**config.mk**
```make
export PLATFORM = sky130hd
export DESIGN_NAME = rgb_hue_sequencer
export DESIGN_NICKNAME = d
export VERILOG_FILES = /design/src/rtl/rgb_hue_sequencer.sv
export SDC_FILE = /design/constraint.sdc
export NUM_CORES = 1
export LEC_CHECK = 0
export ABC_AREA = 1
export CORE_ASPECT_RATIO = 1.1
export CORE_UTILIZATION = 45
export CTS_CLUSTER_DIAMETER = 50
export DETAILED_ROUTE_END_ITERATION = 7
export PLACE_DENSITY_LB_ADDON = 0.05
export SLEW_MARGIN = 15
export SYNTH_ARGS = -nofsm -noshare
export SYNTH_HDL_FRONTEND = slang
export SYNTH_SLANG_ARGS = --single-unit
```
**constraint.sdc**
```tcl
create_clock -name clk -period 7.3 [get_ports clk]
set_input_delay 1.46 -clock clk [delete_from_list [all_inputs] [get_ports clk]]
set_output_delay 1.46 -clock clk [all_outputs]
set_load 0.02 [all_outputs]
```
**src/rtl/rgb_hue_sequencer.sv**
```systemverilog
// Purpose: cycles the RGB LED through a hue wheel with glitch-free PWM
//          (red -> yellow -> green -> cyan -> blue -> magenta -> red).
// Latency: RGB_x is registered, one clock after pwm_cnt/duty_x.
//          A new duty target takes effect at the next PWM period boundary.
// Backpressure: none. `pause` freezes the hue progression while the PWM keeps running.
// Ports:
//   clk, rst (async, active-high)  system clock and reset
//   pause                          hold prescaler, ramp and phase
//   RGB_R/G/B                      active-low PWM pins (0 = LED on)
//   phase                          current hue phase 0..5
//   cycle_done                     one-clock pulse after the 5 -> 0 wrap
module rgb_hue_sequencer #(
  parameter int PWM_INTERVAL = 1200,
  parameter int STEP_CYCLES  = 1667
) (
  input  logic       clk,
  input  logic       rst,
  input  logic       pause,
  output logic       RGB_R,
  output logic       RGB_G,
  output logic       RGB_B,
  output logic [2:0] phase,
  output logic       cycle_done
);

  localparam int DW = $clog2(PWM_INTERVAL + 1);
  localparam int PW = (STEP_CYCLES > 1) ? $clog2(STEP_CYCLES) : 1;

  localparam logic [DW-1:0] FULL     = DW'(PWM_INTERVAL);
  localparam logic [DW-1:0] LAST     = DW'(PWM_INTERVAL - 1);
  localparam logic [PW-1:0] PRE_LAST = PW'(STEP_CYCLES - 1);

  localparam logic [2:0] P0 = 3'd0;
  localparam logic [2:0] P1 = 3'd1;
  localparam logic [2:0] P2 = 3'd2;
  localparam logic [2:0] P3 = 3'd3;
  localparam logic [2:0] P4 = 3'd4;
  localparam logic [2:0] P5 = 3'd5;

  logic [PW-1:0] pre;
  logic [DW-1:0] ramp;
  logic [DW-1:0] ramp_dn;
  logic [DW-1:0] pwm_cnt;
  logic [DW-1:0] duty_r, duty_g, duty_b;
  logic [DW-1:0] tgt_r, tgt_g, tgt_b;
  logic [2:0]    phase_nxt;
  logic          tick;
  logic          ramp_wrap;
  logic          pwm_last;

  // A tick that coincides with pause is dropped, and pre holds its value.
  assign tick      = (pre == PRE_LAST) && !pause;
  assign ramp_wrap = tick && (ramp == LAST);
  assign ramp_dn   = FULL - ramp;
  assign pwm_last  = (pwm_cnt == LAST);

  // Step prescaler and ramp.
  always_ff @(posedge clk or posedge rst) begin
    if (rst) begin
      pre  <= '0;
      ramp <= '0;
    end else begin
      if (!pause) begin
        pre <= (pre == PRE_LAST) ? '0 : pre + PW'(1);
      end
      if (tick) begin
        ramp <= (ramp == LAST) ? '0 : ramp + DW'(1);
      end
    end
  end

  // Hue FSM: state register.
  always_ff @(posedge clk or posedge rst) begin
    if (rst) begin
      phase      <= P0;
      cycle_done <= 1'b0;
    end else begin
      phase      <= phase_nxt;
      cycle_done <= ramp_wrap && (phase == P5);
    end
  end

  // Hue FSM: next state. Codes 6 and 7 fall back to P0.
  always_comb begin
    phase_nxt = phase;
    case (phase)
      P0, P1, P2, P3, P4: if (ramp_wrap) phase_nxt = phase + 3'd1;
      P5:                 if (ramp_wrap) phase_nxt = P0;
      default:            phase_nxt = P0;
    endcase
  end

  // Hue FSM: per-channel duty targets. Each phase holds one channel at full
  // scale, ramps one channel and keeps the third channel off. Adjacent phases
  // therefore meet at the same value, or at values one LSB apart.
  always_comb begin
    tgt_r = FULL;
    tgt_g = '0;
    tgt_b = '0;
    case (phase)
      P0: begin tgt_r = FULL;    tgt_g = ramp;    tgt_b = '0;      end
      P1: begin tgt_r = ramp_dn; tgt_g = FULL;    tgt_b = '0;      end
      P2: begin tgt_r = '0;      tgt_g = FULL;    tgt_b = ramp;    end
      P3: begin tgt_r = '0;      tgt_g = ramp_dn; tgt_b = FULL;    end
      P4: begin tgt_r = ramp;    tgt_g = '0;      tgt_b = FULL;    end
      P5: begin tgt_r = FULL;    tgt_g = '0;      tgt_b = ramp_dn; end
      default: begin tgt_r = FULL; tgt_g = '0;    tgt_b = '0;      end
    endcase
  end

  // Shared PWM counter. Duties load only on the last count of a period, so a
  // period is never cut short or stretched mid-way.
  always_ff @(posedge clk or posedge rst) begin
    if (rst) begin
      pwm_cnt <= '0;
      duty_r  <= FULL;
      duty_g  <= '0;
      duty_b  <= '0;
      RGB_R   <= 1'b1;
      RGB_G   <= 1'b1;
      RGB_B   <= 1'b1;
    end else begin
      pwm_cnt <= pwm_last ? '0 : pwm_cnt + DW'(1);
      if (pwm_last) begin
        duty_r <= tgt_r;
        duty_g <= tgt_g;
        duty_b <= tgt_b;
      end
      RGB_R <= !(pwm_cnt < duty_r);
      RGB_G <= !(pwm_cnt < duty_g);
      RGB_B <= !(pwm_cnt < duty_b);
    end
  end

endmodule

```
-- Yosys cells after proc, flatten, opt, wreduce, memory -nomap -nowiden
Cells that the tools add are included.
- bits of input ports: 3
- flip-flop bits (word level): 73
- output and inout port bits: 7
- muxes and demuxes: 9
- magnitude comparators: 3
- add/sub/neg operators: 5
- eq/ne operators: 10
- reduce and logical (&&, ||, !) cells: 13
- operators by type and width (operator ; count):
    one-hot mux 11 bit (3 select lines) ; 3
    adder 11 x 1 -> 11 bit (second input constant) ; 3
    equality test 11 bit (second input constant) ; 3
    < comparator 11 bit ; 3
    two-way mux 11 bit ; 3
    subtractor 11 bit (first input constant) ; 1
    equality test 3 x 2 -> 1 bit (second input constant) ; 2
    equality test 3 bit (second input constant) ; 2
    two-way mux 3 bit ; 2
    one-hot mux 3 bit (2 select lines) ; 1
    OR reduction 2 bit ; 3
    OR reduction 5 bit ; 1
    zero test 1 bit ; 4
    != test 2 bit (second input constant) ; 2
    adder 3 x 1 -> 3 bit (second input constant) ; 1
    equality test 3 x 1 -> 1 bit (second input constant) ; 1
    logical AND 1 bit ; 3
    zero test 3 bit ; 1
    AND reduction 2 bit ; 1

-- Logic depth before layout (Yosys ltp)
Gate-level depths: netlist of the first run.
- depth in word-level cells: 5
- gate-level depth with buffers: 11
- depth with buffers taken out: 11

-- Worst setup path after synthesis of the first run
OpenSTA, ideal clock, no wires.
- path kind: in2reg
- from: in pause
- to: reg pre[10]
- arrival: 2.128 ns
- setup time: 0.117 ns
- required time: 7.183 ns
- setup slack: 5.055 ns
- stages: 8
- buffers on the path: 0
- cell sequence: inv_2 nand2_1 nor2_2 nand2_1 nor2_1 nand2_1 nor2_1 nor2_1
- RTL lines (what ; RTL line ; text):
    start, declared ; 18 ; input logic pause,
    end signal, assigned ; 64 ; pre <= (pre == PRE_LAST) ? '0 : pre + PW'(1);
    end, declared ; 40 ; logic [PW-1:0] pre;

-- Worst setup path in the final report of the first run
- from: reg phase[2]
- to: out phase[2]
- RTL lines (what ; RTL line ; text):
    start, declared ; 22 ; output logic [2:0] phase,
    start signal, assigned ; 78 ; phase <= phase_nxt;
No word-level cell between the ends.

==> results of run 1 <==
## how the worst max path moves through the flow
stage,cells after the start,end,slack (ns)
after global routing,1,phase[2],4.19
after detailed placement,10,pre[10]$_DFFE_PP0N_,4.33
after CTS,1,phase[2],4.23
after global placement,10,pre[10]$_DFFE_PP0N_,4.36
after floorplan,1,cycle_done$_DFF_PP0_,4.00
final,1,phase[2],4.24
## kinds of logic after synthesis
group,count (synthesis)
xor+xnor,11
compound gates,104
flops,73
fa+ha+maj,40
buf+inv,108
simple gates,298
## metrics by stage
step           area (um2)  std cells  hold slack (ns)
2_1_floorplan        4760        634            0.449
3_3_place_gp         4950        775            0.464
3_5_place_dp         4950        775            0.466
4_1_cts              5240        791            0.483
5_1_grt              5240        791            0.504
6_report             5240        791            0.477
## routing by layer
layer | up-vias | routed length, um | track usage
li1 | 2098 | - | -
met1 | 1957 | 5500 | 0.300
met2 | 63 | 5630 | 0.411
met3 | 18 | 287 | 0.0369
met4 | 0 | 234 | 0.100
met5 | - | 0 | 0
## registers in the layout, summed over array words and instances (netlist names), 3 cells and up
register / count
duty_g: 11
duty_b: 11
duty_r: 11
pwm_cnt: 11
phase: 3
ramp: 11
pre: 11
## cells in the final DEF, fill, tap and decap left out, types with 4 or more instances in the layout
cell type / instances
a21oi_1: 33
nand3_1: 54
clkbuf_16: 9
o21ai_1: 5
ha_1: 40
o21ai_0: 45
nor2_2: 4
nor3_1: 13
xor2_1: 11
nand4_1: 15
nor2_1: 38
inv_2: 8
inv_1: 87
dfstp_2: 7
clkdlybuf4s50_1: 9
dfrtp_1: 66
nand2_1: 163
o22ai_1: 9
## area by class of cell
cell class	instances	area, um2
Inverter	95	357
Sequential cell	73	1840
Tap cell	143	179
Timing Repair Buffer	11	105
Multi-Input combinational cell	453	2480
Fill cell	1074	5100
Clock inverter	5	56.3
Clock buffer	11	233
## where the power goes
part,switching [uW],total [uW],internal (uW)
Sequential,26.3,458,432
Combinational,68.4,99.6,31.2
Clock,173,437,264
==> results.md, run 1 <==
* Num rows at 39
* Layout Area Growth over Synthesis at 10.1%
* Mapped Area at 4760 um2
* Hold-critical path depth at 2
* Slew Viols, Final at 0
* Final Total Pwr at 995 uW
* Clock root cell: clkbuf_16
* Post-synth ARST share at 1.00
* Crit-path max cell delay at 0.68 ns
* Slowest stage cell, crit path: clkdlybuf4s50_1
* Actual slew at the worst max-slew pin at 0.944 ns
* Initial DRC count at 169
* Top-count cell post-synth: nand2_1
* Crit path capture type: output pin
* Setup bufs post-CTS at 0
* Worst Setup SP: phase[2]$_DFFE_PP0P_
* Clk sinks at 73
* Largest net degree at the start of global routing at 74
* Final Setup Violations at 0
* Leading register cell type out of synthesis: dfrtp_1
* Post-synthesis register bit count at 73
* Hold crit path type: flip-flop to flip-flop
* Final net count at 686
* WP data required at 5.84 ns
* # H-tree levels at 3
* Total number of vias at 4136
* RSZ-0062 raised after global routing: no
* Post-Synth Simple-Gate Area at 0.276
* Skew final at 0.00854 ns
* Mean area per synthesized cell at 7.51 um2
* Ant diodes at 0
* DIE AREA at 11000 um2
* CTS buffer count at 9
* Synth unique cells at 34
* Clk_lat worst skew at 0.34 ns
* R2R setup slack at 4.90 ns
* Hold endpoint: duty_g[6]$_DFFE_PP0N_
* Synth top cells by count: 163 x nand2_1, 88 x inv_1, 66 x dfrtp_1
* Relative slew margins at 0.371
* Layout cell share with drive strength beyond 1 at 0.0664
* Crit Path Class: flip-flop to output pin
* Hpwl dp at 8.72 mm
* Complex-gate fraction of the synthesized area at 0.119
* Pleak at 0.00250 uW
* Mapped Cells at 634
* Routed wire length at 11.7 mm
* Clk buf depth at 2
* VDD IR max at 0.111 mV
* Number of enable flip-flop cells after synthesis at 0
* Initial antenna violation count at 0
* Drt first pass iters at 5
* CP Max Fanout at 8
* Die height at 110 um
* # IOs at 10
* Period minus WS final at 3.06 ns
* CP bufs+invs at 1
* GRT Util Overall at 0.239
* FMAX at 0.327 GHz
* Register area share after synthesis at 0.386
* # DRC at 0
* Placer Congestion at 0.872
* Vias in the first global route at 4125
* First-pass GRT wire length at 20.1 mm
* Count of yosys warnings during synthesis at 0
* RR Startpoint: pwm_cnt[1]$_DFF_PP0_
* Syn nets at 677
* Max_cap viols at 0
* Post-cts sizing count at 0
* XOR/XNOR share of the synthesized area at 0.0202
* Final Cycle Share at 0.419
* Starting Density at 0.460
* Pre-CTS WS at 4.33 ns
* Util after Layout at 0.507
* Post-synthesis mux area share at 0
* Grt ovf at 0
* Final Hold Viols at 0
* Drt wl/cell at 14.7 um
* Cell family with most CP delay: buffers and inverters
* CP Launch Type: flip-flop
* Crit-path cells: clkdlybuf4s50_1
* Cells on worst reg2reg path at 6
* Setup_tns at 0 ns
* Synth Area in Adders at 0.105
* Port Buffers at 9
* Setup WS post-layout at 4.24 ns
* CTS Hold Bufs at 0
* Area share of the largest cell type after synthesis at 0.347
* Yosys top cell by area: dfrtp_1
* CTS tree: yes
* Status: completed
* Hold Path Origin: duty_g[6]$_DFFE_PP0N_
* Power per standard cell area at 190 nW/um2
* DIE WIDTH at 100 um
* Main combinational cell family by area after synthesis: simple AND/OR/NAND/NOR gates
* R2R Path End: duty_g[5]$_DFFE_PP0N_
* Antenna Violating Nets Remaining at 0
* Dominant cells by area after synthesis: dfrtp_1 35%, nand2_1 13%, ha_1 11%
* Core footprint at 10300 um2
* Critical Path AT at 1.60 ns
* Via density at 5.23
* Reg clk slew, reported paths at 0.06 ns
No activity file was read; power rests on OpenSTA's default activity.
==> inputs of run 2 (changes only) <==
Clock period 7.3 ns to 2.7 ns, I/O delays scaled along.
==> run 2 against run 1 <==
Clock power rose to 2.9 times the previous value. Global-route usage fell by 0.58 points. Non-clock buffer count rose by 2. First-iteration DRC count rose by 0.59%. Combinational power rose to 2.8 times the previous value. Design area rose by 0.95%. Cell count rose by 0.25%. Clock skew fell by 0.0047 ns. Sequential power rose to 2.7 times the previous value.
==> results.md, run 2 (synthesis results as in run 1) <==
* Status: completed (unchanged)
* Port Buffers at 9 (unchanged)
* Slew Viols, Final at 0 (unchanged)
* Skew final at 0.00380 ns (was 0.00854 ns)
* # H-tree levels at 3 (unchanged)
* Die height at 110 um (unchanged)
* Vias in the first global route at 3958 (was 4125)
* Layout cell share with drive strength beyond 1 at 0.0708 (was 0.0664)
* First-pass GRT wire length at 19.6 mm (was 20.1 mm)
* Critical Path AT at 1.60 ns (about the same)
* Routed wire length at 11.7 mm (about the same)
* Num rows at 39 (unchanged)
* Layout Area Growth over Synthesis at 11.2% (was 10.1%)
* Grt ovf at 0 (unchanged)
* Period minus WS final at 2.14 ns
* Final Cycle Share at 0.792
* Crit-path max cell delay at 0.68 ns (about the same)
* DIE WIDTH at 100 um (unchanged)
* Clk_lat worst skew at 0.34 ns (about the same)
* Clock root cell: clkbuf_16 (unchanged)
* Hold endpoint: duty_g[9]$_DFFE_PP0N_ (was duty_g[6]$_DFFE_PP0N_)
* Drt wl/cell at 14.7 um (about the same)
* Crit. path cell count at 1 (unchanged)
* Fin cells at 793 (was 791)
* R2R setup slack at 0.73 ns (was 4.90 ns)
* GRT Util Overall at 0.233 (was 0.239)
* Post-placement cell count at 777 (was 775)
* Register area at 1840 um2 (unchanged)
* Most common cell after layout, fill and taps aside: nand2_1 (unchanged)
* Setup bufs post-CTS at 0 (unchanged)
* Final Setup Violations at 0 (unchanged)
* Crit Path Class: flip-flop to output pin (unchanged)
* Post-cts sizing count at 0 (unchanged)
* CP Launch Type: flip-flop (unchanged)
* Setup_tns at 0 ns (unchanged)
* Cell family with most CP delay: buffers and inverters (unchanged)
* Power per standard cell area at 527 nW/um2 (was 190 nW/um2)
* Final Hold Viols at 0 (unchanged)
* Antenna Violating Nets Remaining at 0 (unchanged)
* Crit path capture type: output pin (unchanged)
* Starting Density at 0.460 (unchanged)
* Relative slew margins at 0.524 (was 0.371)
* Pleak at 0.00253 uW (was 0.00250 uW)
* Footprint of the multi-input gates at 2480 um2 (unchanged)
* VDD IR max at 0.414 mV (was 0.111 mV)
* Total number of vias at 4152 (was 4136)
* Crit-path cells: clkdlybuf4s50_1 (unchanged)
* Placer Congestion at 0.862 (was 0.872)
* FMAX at 0.467 GHz
* RSZ-0062 raised after global routing: no (unchanged)
* Initial DRC count at 170 (was 169)
* CTS buffer count at 9 (unchanged)
* Core footprint at 10300 um2 (unchanged)
* Clk sinks at 73 (unchanged)
* Hpwl dp at 8.72 mm (about the same)
* Largest net degree at the start of global routing at 74 (unchanged)
* Reg clk slew, reported paths at 0.06 ns (about the same)
* Actual slew at the worst max-slew pin at 0.712 ns (was 0.944 ns)
* CTS Hold Bufs at 0 (unchanged)
* Hold crit path type: flip-flop to flip-flop (unchanged)
* CP bufs+invs at 1 (unchanged)
* # DRC at 0 (unchanged)
* DIE AREA at 11000 um2 (unchanged)
* # fillers at 1024 (was 1074)
* RR Startpoint: phase[0]$_DFFE_PP0P_ (was pwm_cnt[1]$_DFF_PP0_)
* # IOs at 10 (unchanged)
* Drt first pass iters at 5 (unchanged)
* Via density at 5.24 (was 5.23)
* R2R Path End: duty_b[5]$_DFFE_PP0N_ (was duty_g[5]$_DFFE_PP0N_)
* Initial antenna violation count at 0 (unchanged)
* Commonest non-fill, non-tap cells in the layout: 163 x nand2_1, 87 x inv_1, 66 x dfrtp_1 (unchanged)
* Ant diodes at 0 (unchanged)
* Cells on worst reg2reg path at 8 (was 6)
* Hold-critical path depth at 2 (unchanged)
* CP Max Fanout at 8 (unchanged)
* WP data required at 2.16 ns (was 5.84 ns)
* Hold Path Origin: duty_g[9]$_DFFE_PP0N_ (was duty_g[6]$_DFFE_PP0N_)
* CTS tree: yes (unchanged)
* Slowest stage cell, crit path: clkdlybuf4s50_1 (unchanged)
* Clk buf depth at 2 (unchanged)
* Max_cap viols at 0 (unchanged)
* Final net count at 688 (was 686)
[run 2: through the flow]
step | hold slack [ns] | setup WS [ns] | utilization | total power [uW] | area (um2)
6_report | 0.479 | 0.561 | 0.511 | 2790 | 5290
5_1_grt | 0.509 | 0.496 | 0.511 | 2920 | 5290
4_1_cts | 0.483 | 0.553 | 0.511 | 2820 | 5290
3_5_place_dp | 0.466 | 0.630 | 0.481 | 1520 | 4980
3_3_place_gp | 0.467 | 0.693 | 0.481 | 1520 | 4980
2_1_floorplan | 0.449 | 0.318 | - | 1450 | 4760
[run 2: worst max-delay path by stage]
stage	start	endpoint	slack [ns]
after floorplan	rst	cycle_done$_DFF_PP0_	0.32
after global placement	pause	pre[10]$_DFFE_PP0N_	0.69
after detailed placement	pause	pre[9]$_DFFE_PP0N_	0.63
after CTS	phase[2]$_DFFE_PP0P_	phase[2]	0.55
after global routing	phase[2]$_DFFE_PP0P_	phase[2]	0.50
final	phase[2]$_DFFE_PP0P_	phase[2]	0.56
[run 2: cell type report]
| class | instances | share of cell area |
|---|---|---|
| clock inverter | 6 | 0.0156 |
| inverter | 95 | 0.0674 |
| sequential | 73 | 0.347 |
| clock buffer | 10 | 0.0433 |
| multi-input combinational | 453 | 0.468 |
| tap | 143 | 0.0338 |
| timing repair buffer | 13 | 0.0251 |
[run 2: worst register-to-register path, stage by stage, from the launching register on]
cell	delay [ns]
dfrtp_1	0.45
inv_1	0.11
ha_1	0.25
nand2_4	0.12
inv_1	0.14
a21oi_1	0.32
o21ai_0	0.15
o21ai_0	0.18
o21ai_0	0.10
[run 2: where the power goes]
part	internal [uW]	switching, uW
logic	86.4	188
registers	1170	69.7
clock network	804	471
[run 2: layer usage]
layer | share of wire | wire length (um) | track usage | up-vias
met4 | 0.040 | 467 | 0.123 | 0
li1 | - | - | - | 2107
met2 | 0.46 | 5360 | 0.370 | 110
met3 | 0.036 | 424 | 0.0388 | 31
met1 | 0.46 | 5430 | 0.306 | 1904
met5 | 0 | 0 | 0 | -
